[config.mk]
export PLATFORM = sky130hd
export DESIGN_NAME = logic_unit_pipe
export DESIGN_NICKNAME = d
export VERILOG_FILES = /design/src/rtl/logic_unit_pipe_pkg.sv /design/src/rtl/logic_op_comb.sv /design/src/rtl/logic_unit_pipe.sv
export SDC_FILE = /design/constraint.sdc
export NUM_CORES = 1
export LEC_CHECK = 0
export BUFFER_PORTS_ARGS = -buffer_cell sky130_fd_sc_hd__buf_2
export CAP_MARGIN = 0
export CORE_ASPECT_RATIO = 0.6
export CORE_MARGIN = 2
export CORE_UTILIZATION = 40
export CTS_BUF_LIST = sky130_fd_sc_hd__clkbuf_4
export CTS_CLUSTER_DIAMETER = 60
export DETAILED_ROUTE_END_ITERATION = 6
export GPL_TIMING_DRIVEN = 1
export PLACE_DENSITY_LB_ADDON = 0.2
export SYNTH_ARGS = -nofsm -noshare
export SYNTH_HDL_FRONTEND = slang
export SYNTH_SLANG_ARGS = --single-unit
export TNS_END_PERCENT = 30
[constraint.sdc]
create_clock -name clk -period 3.7 [get_ports clk]
set_clock_uncertainty 0.05 [all_clocks]
set_input_delay 0.185 -clock clk [delete_from_list [all_inputs] [get_ports clk]]
set_output_delay 0.185 -clock clk [all_outputs]
set_load 0.02 [all_outputs]
[src/rtl/logic_unit_pipe_pkg.sv]
// Shared definitions for the registered bitwise logic unit:
// operation-select width and the encoding of the eight bitwise ops.
package logic_unit_pipe_pkg;

  localparam int OP_W = 3;

  localparam logic [OP_W-1:0] OP_AND   = 3'd0;
  localparam logic [OP_W-1:0] OP_OR    = 3'd1;
  localparam logic [OP_W-1:0] OP_XOR   = 3'd2;
  localparam logic [OP_W-1:0] OP_XNOR  = 3'd3;
  localparam logic [OP_W-1:0] OP_NAND  = 3'd4;
  localparam logic [OP_W-1:0] OP_NOR   = 3'd5;
  localparam logic [OP_W-1:0] OP_PASSA = 3'd6;
  localparam logic [OP_W-1:0] OP_NOTA  = 3'd7;

endpackage

[src/rtl/logic_op_comb.sv]
// Purely combinational bitwise operator: selects one of eight ops on A and B.
module logic_op_comb
  import logic_unit_pipe_pkg::*;
#(
  parameter int WIDTH = 8
) (
  input  logic [WIDTH-1:0] A,
  input  logic [WIDTH-1:0] B,
  input  logic [OP_W-1:0]  op,
  output logic [WIDTH-1:0] result
);

  always_comb begin
    result = '0;
    // The default arm keeps an unknown op from propagating X into the pipeline.
    case (op)
      OP_AND:   result = A & B;
      OP_OR:    result = A | B;
      OP_XOR:   result = A ^ B;
      OP_XNOR:  result = (A & B) | (~A & ~B);
      OP_NAND:  result = ~(A & B);
      OP_NOR:   result = ~(A | B);
      OP_PASSA: result = A;
      OP_NOTA:  result = ~A;
      default:  result = '0;
    endcase
  end

endmodule

[src/rtl/logic_unit_pipe.sv]
// Registered bitwise logic unit: one pipeline stage with valid/ready flow
// control, an operand-equality flag and a saturating count of equal pairs.
module logic_unit_pipe
  import logic_unit_pipe_pkg::*;
#(
  parameter int WIDTH   = 8,
  parameter int COUNT_W = 8
) (
  input  logic               clk,
  input  logic               rst_n,
  input  logic [WIDTH-1:0]   A,
  input  logic [WIDTH-1:0]   B,
  input  logic [OP_W-1:0]    op,
  input  logic               in_valid,
  output logic               in_ready,
  output logic [WIDTH-1:0]   C,
  output logic               eq,
  output logic               out_valid,
  input  logic               out_ready,
  input  logic               clr_cnt,
  output logic [COUNT_W-1:0] eq_cnt
);

  localparam logic [COUNT_W-1:0] CNT_MAX = '1;

  logic [WIDTH-1:0]   result;
  logic               a_eq_b;
  logic               accept;

  logic [WIDTH-1:0]   c_d, c_q;
  logic               eq_d, eq_q;
  logic               out_valid_d, out_valid_q;
  logic [COUNT_W-1:0] eq_cnt_d, eq_cnt_q;

  logic_op_comb #(
    .WIDTH (WIDTH)
  ) u_op (
    .A      (A),
    .B      (B),
    .op     (op),
    .result (result)
  );

  assign a_eq_b   = (A == B);
  // The stage is free when empty or when its current result leaves this cycle.
  assign in_ready = !out_valid_q || out_ready;
  assign accept   = in_valid && in_ready;

  always_comb begin
    c_d         = c_q;
    eq_d        = eq_q;
    out_valid_d = out_valid_q;
    if (accept) begin
      c_d         = result;
      eq_d        = a_eq_b;
      out_valid_d = 1'b1;
    end else if (out_ready) begin
      out_valid_d = 1'b0;
    end
  end

  always_comb begin
    eq_cnt_d = eq_cnt_q;
    if (clr_cnt) begin
      eq_cnt_d = '0;
    end else if (accept && a_eq_b && (eq_cnt_q != CNT_MAX)) begin
      eq_cnt_d = eq_cnt_q + COUNT_W'(1);
    end
  end

  always_ff @(posedge clk or negedge rst_n) begin
    if (!rst_n) begin
      c_q         <= '0;
      eq_q        <= 1'b0;
      out_valid_q <= 1'b0;
      eq_cnt_q    <= '0;
    end else begin
      c_q         <= c_d;
      eq_q        <= eq_d;
      out_valid_q <= out_valid_d;
      eq_cnt_q    <= eq_cnt_d;
    end
  end

  assign C         = c_q;
  assign eq        = eq_q;
  assign out_valid = out_valid_q;
  assign eq_cnt    = eq_cnt_q;

endmodule

-- Word-level counts from Yosys, hierarchy flattened
Cells that the tools add are included.
- $add $sub $neg: 1
- multipliers: 0
- div/mod/pow operators: 0
- $lt $le $gt $ge: 0
- equal/unequal tests: 9
- shifts and indexed selects: 0
- multiplexer cells: 5
- bitwise logic cells: 9
- reductions and logical operators: 8
- operators by type and width (operator ; number):
    case mux 8 bit (8 select lines) ; 1
    NOT 8 bit ; 4
    AND 8 bit ; 2
    two-way mux 8 bit ; 2
    OR 8 bit ; 2
    equality test 3 bit (second input constant) ; 4
    adder 8 x 1 -> 8 bit (second input constant) ; 1
    equality test 8 bit ; 1
    inequality test 8 bit (second input constant) ; 1
    bitwise XOR 8 bit ; 1
    equality test 3 x 2 -> 1 bit (second input constant) ; 2
    nonzero test 2 bit ; 2
    equality test 3 x 1 -> 1 bit (second input constant) ; 1
    logical AND 1 bit ; 3
    zero test 3 bit ; 1
    two-way mux 1 bit ; 2
    zero test 1 bit ; 1
    logical OR 1 bit ; 1
- register bits: 18
- latch bits: 0
- RAM bits: 0
- bits in read-only memories: 0
- bits of input ports: 24
- output and inout port bits: 19
- memories kept: 0

-- Longest topological paths before layout
Gate-level depths: netlist (run 1).
- depth after elaboration: 7
- depth in mapped cells: 7
- mapped depth without buffers: 6

-- Hierarchy
From an unflattened synthesis (run 1), not the netlist that was laid out.
- cell total of the unflattened synthesis: 187
- area total of the unflattened synthesis: 1669.1 um^2
- by module, submodules not included (module ; times used ; cells an instance ; area each (um^2) ; seq. area each (um^2)):
    logic_unit_pipe ; 1 ; 89 ; 930.9 ; 450.4
    logic_op_comb ; 1 ; 98 ; 738.2 ; 0.0

-- Worst setup path after synthesis (run 1)
No wires, ideal clock.
- kind: input to register
- start: input A[4]
- end: register eq_cnt_q[3], in the netlist eq_cnt[3]
- library setup time: 0.140 ns
- arrival time: 1.512 ns
- required time: 3.510 ns
- path slack: 1.998 ns
- stages on the path: 7
- cell sequence: inv_1 ha_1 nor4_2 nand4_1 buf_2 o311ai_0 o41ai_1
- word-level cells in the longest chain between the ends: 4
- ends and longest elaborated chain (item ; RTL line ; source):
    start: declaration ; logic_unit_pipe.sv:11 ; input logic [WIDTH-1:0] A,
    equality test 8 bit ; logic_unit_pipe.sv:44 ; assign a_eq_b = (A == B);
    logical AND 1 bit (2 in series) ; logic_unit_pipe.sv:66 ; end else if (accept && a_eq_b && (eq_cnt_q != CNT_MAX)) begin
    nonzero test 2 bit (no source line) ; - ;
    end signal: assignment ; logic_unit_pipe.sv:81 ; eq_cnt_q <= eq_cnt_d;
    end: declaration ; logic_unit_pipe.sv:33 ; logic [COUNT_W-1:0] eq_cnt_d, eq_cnt_q;
No other way between the ends.
A chain may end at the register's enable or synchronous reset.

-- Worst setup path in the final report (run 1)
- start: input A[1]
- end: register eq_cnt_q[2], in the netlist eq_cnt[2]
Same word-level chain as after synthesis.

==> tab_implementation.tex, run 1 <==
\begin{tabular}{lr}
\hline
Metric & Value \\
\hline
\multicolumn{2}{l}{\textbf{Outcome}} \\
\quad Outcome & completed \\
\multicolumn{2}{l}{\textbf{Pwr}} \\
\quad Internal cell power & 314 uW \\
\quad Total power density per cell area & 261 mW/mm\^{}2 \\
\quad Clock network fraction of total power & 21.3\% \\
\quad Worst vdd rail ir drop & 0.000161 V \\
\quad Switching power & 159 uW \\
\quad Post-layout total power & 473 uW \\
\quad Cell leakage power & 0.000972 uW \\
\quad Combinational Power Share & 31.8\% \\
\quad Share of total power in sequential cells & 46.9\% \\
\quad Switching fraction of total power & 33.7\% \\
\multicolumn{2}{l}{\textbf{Drt}} \\
\quad Total wire length after detailed routing & 3240 um \\
\quad Vias per cell & 5.07 \\
\quad Iteration count of the initial detailed-routing pass & 4 \\
\quad Count of routing violations after the opening detailed-route iteration & 62 \\
\quad Routed len/inst & 12.6 um \\
\quad Number of nets with antenna violations after routing & 0 \\
\quad DRC errors left & 0 \\
\quad Total number of vias & 1307 \\
\multicolumn{2}{l}{\textbf{CTS}} \\
\quad Clk buf depth & 2 \\
\quad Number of sinks handled by clock tree synthesis & 18 \\
\quad Setup Buffers After CTS & 0 \\
\quad Clock-pin slew of the registers on the worst-case setup and hold paths & 110 ps \\
\quad Clock tree from TritonCTS & done \\
\quad TritonCTS buffer count & 3 \\
\quad Library cell used as clock root buffer & sky130\_fd\_sc\_hd\_\_clkbuf\_4 \\
\quad Skew-Pair Late Insertion Delay & 290 ps \\
\quad H-tree depth & 1 \\
\multicolumn{2}{l}{\textbf{Critical path}} \\
\quad WP buf/inv & 2 \\
\quad Critical path startpoint category & primary input \\
\quad Reg2reg start & out\_valid \\
\quad Critical Path Stages & 7 \\
\quad Capture point of the critical path & eq\_cnt[2] \\
\quad Cells traversed along the worst timing path & buf\_2, inv\_1, ha\_1, nor4\_2, nand4\_1, or4\_1, a21oi\_1 \\
\quad Crit path required time & 3870 ps \\
\quad First element of the critical path & A[1] \\
\quad Logic depth of the worst register-to-register path & 4 \\
\quad Critical setup path kind & primary input to flop \\
\quad Largest incremental delay on the critical path & 570 ps \\
\quad Crit path DAT & 2090 ps \\
\quad CP endpoint kind & flop \\
\quad Max Fanout on Critical Path & 11 \\
\quad Reg-to-reg endpoint & eq\_cnt[2] \\
\quad Worst R2R Setup Slack & 1930 ps \\
\quad Top Family by Delay on Critical Path & simple AND/OR/NAND/NOR gates \\
\quad Critical-path top delay cell & sky130\_fd\_sc\_hd\_\_or4\_1 \\
\multicolumn{2}{l}{\textbf{Synthesis}} \\
\quad Count of cell types in the netlist & 37 \\
\quad Top cell type by total area after synthesis & sky130\_fd\_sc\_hd\_\_dfrtp\_1 \\
\quad Net count of the mapped netlist & 213 \\
\quad Synthesized area divided by synthesized cell count & 8.98 sq um \\
\quad Ys async rst share & 100\% \\
\quad Complex-gate fraction of the synthesized area & 11.9\% \\
\quad Most used flip-flop cell after synthesis & sky130\_fd\_sc\_hd\_\_dfrtp\_1 \\
\quad Number of warning messages in the yosys log & 0 \\
\quad Synth Register Bits & 18 \\
\quad Area share of xor/xnor cells in the synthesized design & 0.567\% \\
\quad Biggest area contributors in the synthesized netlist & sky130\_fd\_sc\_hd\_\_dfrtp\_1 29\%, sky130\_fd\_sc\_hd\_\_mux2i\_1 18\%, sky130\_fd\_sc\_hd\_\_ha\_1 14\%, sky130\_fd\_sc\_hd\_\_inv\_1 6.3\%, sky130\_fd\_sc\_hd\_\_o31ai\_1 4.4\% \\
\quad Post-synthesis instance total & 172 \\
\quad Area share of the largest cell type after synthesis & 29.2\% \\
\quad Number of flops mapped to enable cells by yosys & 0 \\
\quad Dominant combinational cell family by area after synthesis & multiplexers \\
\quad Netlist area before placement & 0.00154 sq mm \\
\quad Post-Synth Adder-Cell Area & 13.8\% \\
\quad Basic-gate share of the synthesized area counting and, or, nand and nor cells & 17.8\% \\
\quad Dominant cell by count in the synthesized netlist & sky130\_fd\_sc\_hd\_\_mux2i\_1 \\
\quad Most frequent cells after synthesis & 28 x sky130\_fd\_sc\_hd\_\_mux2i\_1, 26 x sky130\_fd\_sc\_hd\_\_inv\_1, 18 x sky130\_fd\_sc\_hd\_\_dfrtp\_1 \\
\quad Proportion of synthesized area in mux cells & 18.2\% \\
\quad Share of the yosys chip area belonging to registers & 29.2\% \\
\multicolumn{2}{l}{\textbf{STA}} \\
\quad Worst slew pin tran & 512 ps \\
\quad Max Clk Rate & 521 MHz \\
\quad Unrepaired setup endpoints after global routing & false \\
\quad Count of pins over their slew limit & 0 \\
\quad Tcrit/Tclk final & 51.9\% \\
\quad Worst slew slack as a fraction of its limit & 65.8\% \\
\quad Final total negative setup slack & 0 ps \\
\quad Number of hold-slack violations in the final timing report & 0 \\
\quad Post-layout min period & 1920 ps \\
\quad Setup-failing EPs final & 0 \\
\multicolumn{2}{l}{\textbf{Place}} \\
\quad Routability cong. & 0.768 \\
\quad Buffers added on ports & 42 \\
\quad Detailed placer's ending HPWL & 2630 um \\
\quad Number of cells in the design after placement & 253 \\
\multicolumn{2}{l}{\textbf{Final layout}} \\
\quad Ant diodes & 0 \\
\quad Layout cells sized above 1 & 24.2\% \\
\quad Final Net Count & 253 \\
\quad Multi-input logic area & 961 sq um \\
\quad Total area of sequential cells & 450 sq um \\
\quad Synthesis-to-finish area growth & 17.5\% \\
\quad \# fillers & 379 \\
\quad Post-layout instance count excluding filler cells & 258 \\
\multicolumn{2}{l}{\textbf{Floorplan}} \\
\quad Core outline area & 0.00368 sq mm \\
\quad Number of rows in the core area & 17 \\
\quad Floorplan die height & 52.1 um \\
\quad Initial Utilization & 42.0\% \\
\quad Num ports & 43 \\
\quad Die X-Extent & 84.2 um \\
\quad Die outline area & 0.00439 sq mm \\
\multicolumn{2}{l}{\textbf{GRT}} \\
\quad GRT Total Usage & 15.6\% \\
\quad Leftover overflow at the end of global routing & 0 \\
\quad Global-route wire length before repair & 5310 um \\
\quad Pin count of the biggest net entering global routing & 19 \\
\quad Antenna violations before repair & 0 \\
\quad Via count of the first global-routing pass & 1097 \\
\multicolumn{2}{l}{\textbf{Hold path}} \\
\quad Min-delay worst type & primary input to flop \\
\multicolumn{2}{l}{\textbf{Run}} \\
\quad Maximum capacitance violations & 0 \\
\hline
\end{tabular}
==> power groups by stage <==
stage | Clock [uW] | Sequential, uW | Combinational, uW
final | 101 | 222 | 150
after global routing | 111 | 224 | 168
after CTS | 104 | 222 | 153
after detailed placement | 0 | 226 | 151
after global placement | 0 | 226 | 150
after floorplan | 0 | 245 | 79.1
==> timing repair <==
| item | 4_1_cts | 5_1_grt |
|---|---|---|
| hold buffers | 1 | 0 |
| endpoints found under the hold margin | 18 | 0 |
| gates resized for setup | 0 | 0 |
==> per-layer routing <==
metal  track usage (%)  share of wire [%]  up-vias
met5                 0                  0        -
met3              3.97                5.3        0
li1                  -                  -      687
met1              24.1                 55      583
met2              21.3                 39       37
met4              3.23                  0        0
==> metrics by stage <==
step	hold slack, ps	utilization, %	instance area, sq um	setup WS (ps)
2_1_floorplan	-161	-	1540	2000
5_1_grt	88.9	49.3	1810	1620
3_3_place_gp	89.8	48.3	1780	1460
3_5_place_dp	100	48.3	1780	1440
6_report	89.5	49.3	1810	1780
4_1_cts	88.9	49.3	1810	1750
==> flip-flops by register name, indices dropped and copies added, names as in the netlist <==
| signal | cells |
|---|---|
| eq_cnt | 8 |
| out_valid | 1 |
| C | 8 |
| eq | 1 |
==> cell type report <==
cell class,instances,share of cell area (%)
inverters,26,5.38
well taps,47,3.24
clock inverters,1,0.207
clock buffers,3,1.24
multi-input cells,120,53.0
repair buffers,43,12.1
flip-flops and latches,18,24.8
==> how the worst min path moves through the flow <==
stage | slack (ps) | from | depth (start not counted) | end
floorplan | -160 | rst_n | 0 | C[0]
global placement | 90 | rst_n | 1 | eq_cnt[4]
detailed placement | 100 | rst_n | 1 | out_valid
CTS | 90 | in_valid | 2 | out_valid
global route | 90 | in_valid | 2 | out_valid
finish | 90 | in_valid | 2 | out_valid
==> logic make-up after synthesis <==
group,Yosys count
simple gates,49
xor+xnor,1
flops,18
buf+inv,34
mux,28
fa+ha+maj,17
compound gates,25
==> cells in the final DEF (no fill, tap or decap), types with 4 or more instances in the layout <==
cell type,instances
sky130_fd_sc_hd__mux2i_1,28
sky130_fd_sc_hd__inv_1,26
sky130_fd_sc_hd__nand2b_1,4
sky130_fd_sc_hd__ha_1,17
sky130_fd_sc_hd__buf_2,42
sky130_fd_sc_hd__dfrtp_1,18
sky130_fd_sc_hd__o31ai_1,9
sky130_fd_sc_hd__nand2_1,17
No activity file was read; power rests on OpenSTA's default activity.
==> inputs of run 2 (changes only) <==
Clock period 3.7 ns to 1.72 ns, I/O delays scaled along.
==> run 2 against run 1 <==
  * Worst hold slack got worse by 65 ps
  * Largest cell class unchanged
  * Highest routed layer unchanged
  * Design area grew 10%
  * Wire length increased by 7.8%
  * Combinational power is 140% higher
  * Clock power rose by 110%
  * Global-route usage grew 1.0 points
  * Utilization grew 5.0 points
  * Sequential power grew 120%
  * Non-clock buffer count up 24
  * First-iteration DRC count rose by 1.6%
==> tab_implementation.tex, run 2 (synthesized netlist as in run 1, its figures left out) <==
\begin{tabular}{lr}
\hline
Metric & Value \\
\hline
\multicolumn{2}{l}{\textbf{Final layout}} \\
\quad Most frequent cells in the layout & 42 x sky130\_fd\_sc\_hd\_\_buf\_2, 28 x sky130\_fd\_sc\_hd\_\_mux2i\_1, 26 x sky130\_fd\_sc\_hd\_\_inv\_1, 23 x sky130\_fd\_sc\_hd\_\_buf\_4, 18 x sky130\_fd\_sc\_hd\_\_dfrtp\_1 \\
\quad Synthesis-to-finish area growth & 29.3\% \\
\quad Post-layout instance count excluding filler cells & 282 \\
\quad Ant diodes & 0 \\
\quad Commonest non-fill, non-tap cell in the layout & sky130\_fd\_sc\_hd\_\_buf\_2 \\
\quad \# fillers & 362 \\
\quad Final Net Count & 277 \\
\quad Layout cells sized above 1 & 31.5\% \\
\multicolumn{2}{l}{\textbf{Pwr}} \\
\quad Switching fraction of total power & 32.9\% \\
\quad Combinational Power Share & 34.1\% \\
\quad Cell leakage power & 0.00109 uW \\
\quad Internal cell power & 702 uW \\
\quad Switching power & 344 uW \\
\quad Total power density per cell area & 524 mW/mm\^{}2 \\
\quad Worst vdd rail ir drop & 0.000343 V \\
\quad Clock network fraction of total power & 20.2\% \\
\quad Share of total power in sequential cells & 45.7\% \\
\multicolumn{2}{l}{\textbf{Critical path}} \\
\quad Cells traversed along the worst timing path & buf\_2, inv\_1, ha\_1, nor4\_2, nand4\_1, buf\_4, or3\_1, a21oi\_1 \\
\quad Critical setup path kind & primary input to flop \\
\quad Top Family by Delay on Critical Path & simple AND/OR/NAND/NOR gates \\
\quad WP buf/inv & 3 \\
\quad Max Fanout on Critical Path & 4 \\
\quad Critical-path top delay cell & sky130\_fd\_sc\_hd\_\_nor4\_2 \\
\quad Critical path startpoint category & primary input \\
\quad Crit path required time & 1890 ps \\
\quad Largest incremental delay on the critical path & 350 ps \\
\quad Crit path DAT & 1770 ps \\
\quad CP endpoint kind & flop \\
\multicolumn{2}{l}{\textbf{STA}} \\
\quad Max Clk Rate & 625 MHz \\
\quad Count of pins over their slew limit & 0 \\
\quad Final total negative setup slack & 0 ps \\
\quad Unrepaired setup endpoints after global routing & false \\
\quad Tcrit/Tclk final & 93.1\% \\
\quad Post-layout min period & 1600 ps \\
\quad Setup-failing EPs final & 0 \\
\quad Number of hold-slack violations in the final timing report & 0 \\
\quad Worst slew slack as a fraction of its limit & 67.5\% \\
\quad Worst Hold Margin & 24.8 ps \\
\quad Worst slew pin tran & 486 ps \\
\multicolumn{2}{l}{\textbf{GRT}} \\
\quad Via count of the first global-routing pass & 1251 \\
\quad Leftover overflow at the end of global routing & 0 \\
\quad Pin count of the biggest net entering global routing & 19 \\
\quad GRT Total Usage & 16.6\% \\
\quad Global-route wire length before repair & 5800 um \\
\quad Antenna violations before repair & 0 \\
\multicolumn{2}{l}{\textbf{CTS}} \\
\quad Clk buf depth & 2 \\
\quad Library cell used as clock root buffer & sky130\_fd\_sc\_hd\_\_clkbuf\_4 \\
\quad H-tree depth & 1 \\
\quad Clock-pin slew of the registers on the worst-case setup and hold paths & 100 ps \\
\quad Number of sinks handled by clock tree synthesis & 18 \\
\quad Clock tree from TritonCTS & done \\
\quad Count of instances resized after the clock tree is built & 0 \\
\quad TritonCTS buffer count & 3 \\
\quad Skew-Pair Late Insertion Delay & 290 ps \\
\multicolumn{2}{l}{\textbf{Place}} \\
\quad Buffers added on ports & 42 \\
\quad Detailed placer's ending HPWL & 2810 um \\
\quad Number of cells in the design after placement & 275 \\
\quad Routability cong. & 0.784 \\
\multicolumn{2}{l}{\textbf{Drt}} \\
\quad Routed len/inst & 12.4 um \\
\quad Number of nets with antenna violations after routing & 0 \\
\quad Total wire length after detailed routing & 3500 um \\
\quad Iteration count of the initial detailed-routing pass & 4 \\
\quad Total number of vias & 1413 \\
\quad DRC errors left & 0 \\
\quad Count of routing violations after the opening detailed-route iteration & 63 \\
\quad Vias per cell & 5.01 \\
\multicolumn{2}{l}{\textbf{Run}} \\
\quad Maximum capacitance violations & 0 \\
\multicolumn{2}{l}{\textbf{Floorplan}} \\
\quad Die outline area & 0.00439 sq mm \\
\quad Initial Utilization & 42.0\% \\
\quad Floorplan die height & 52.1 um \\
\quad Number of rows in the core area & 17 \\
\quad Core outline area & 0.00368 sq mm \\
\quad Num ports & 43 \\
\quad Die X-Extent & 84.2 um \\
\multicolumn{2}{l}{\textbf{Hold path}} \\
\quad Min-delay worst type & primary input to flop \\
\multicolumn{2}{l}{\textbf{Outcome}} \\
\quad Outcome & completed \\
\hline
\end{tabular}
==> run 2: changes by cell type in the layout (fill, tap and decap cells not counted), sizes merged <==
cell,before,now
buf,42,65
dlygate4sd3,1,2
==> run 2: area by class of cell <==
type	count	area [sq um]	share of cell area [%]
inverter	26	97.6	4.89
multi-input combinational	120	961	48.1
clock inverter	1	3.75	0.188
sequential	18	450	22.6
clock buffer	3	22.5	1.13
timing repair buffer	67	403	20.2
tap	47	58.8	2.94
==> run 2: power by group through the flow <==
| stage | sequential, uW | combinational [uW] | clock (uW) |
|---|---|---|---|
| global route | 483 | 400 | 242 |
| global placement | 487 | 353 | 0 |
| floorplan | 527 | 170 | 0 |
| finish | 478 | 357 | 211 |
| CTS | 479 | 362 | 222 |
| detailed placement | 487 | 357 | 0 |
==> run 2: path summary, 6_finish.rpt <==
path	from	endpoint	slack, ps	cells after the start
max	A[4]	eq_cnt[0]	120	8
min	clr_cnt	eq_cnt[0]	20	2
max reg2reg	eq_cnt[0]	eq_cnt[2]	160	5
min reg2reg	C[0]	C[0]	450	2
max in group asynchronous	rst_n	C[0]	1130	2
min in group asynchronous	rst_n	eq_cnt[0]	200	2
==> run 2: what timing repair did <==
| item | CTS | global route |
|---|---|---|
| buffers inserted | 0 | 1 |
| hold buffers | 2 | 0 |
| hold endpoints to repair | 19 | 0 |
| setup endpoints to repair | 0 | 2 |
==> run 2: worst reg2reg max path: stages, from the launching register on <==
cell	delay, ps
sky130_fd_sc_hd__dfrtp_1	420
sky130_fd_sc_hd__ha_1	220
sky130_fd_sc_hd__inv_1	130
sky130_fd_sc_hd__nor3_2	100
sky130_fd_sc_hd__or4_1	400
sky130_fd_sc_hd__a21oi_1	170
==> run 2: per-layer routing <==
metal | global-route usage, % | vias up | wire length [um]
met3 | 3.65 | 0 | 174
met2 | 24.5 | 36 | 1420
met1 | 25.5 | 640 | 1900
li1 | - | 737 | -
met5 | 0 | - | 0
met4 | 1.61 | 0 | 0
==> run 2: stage by stage <==
step                cell area (sq um)  utilization [%]  setup slack (ps)  total power [uW]
floorplan                        1540                -              95.0               697
global placement                 1940             52.8              -166               840
detailed placement               1940             52.8              -251               844
CTS                              1990             54.1              45.9              1060
global route                     2000             54.3              35.3              1120
finish                           2000             54.3               119              1050
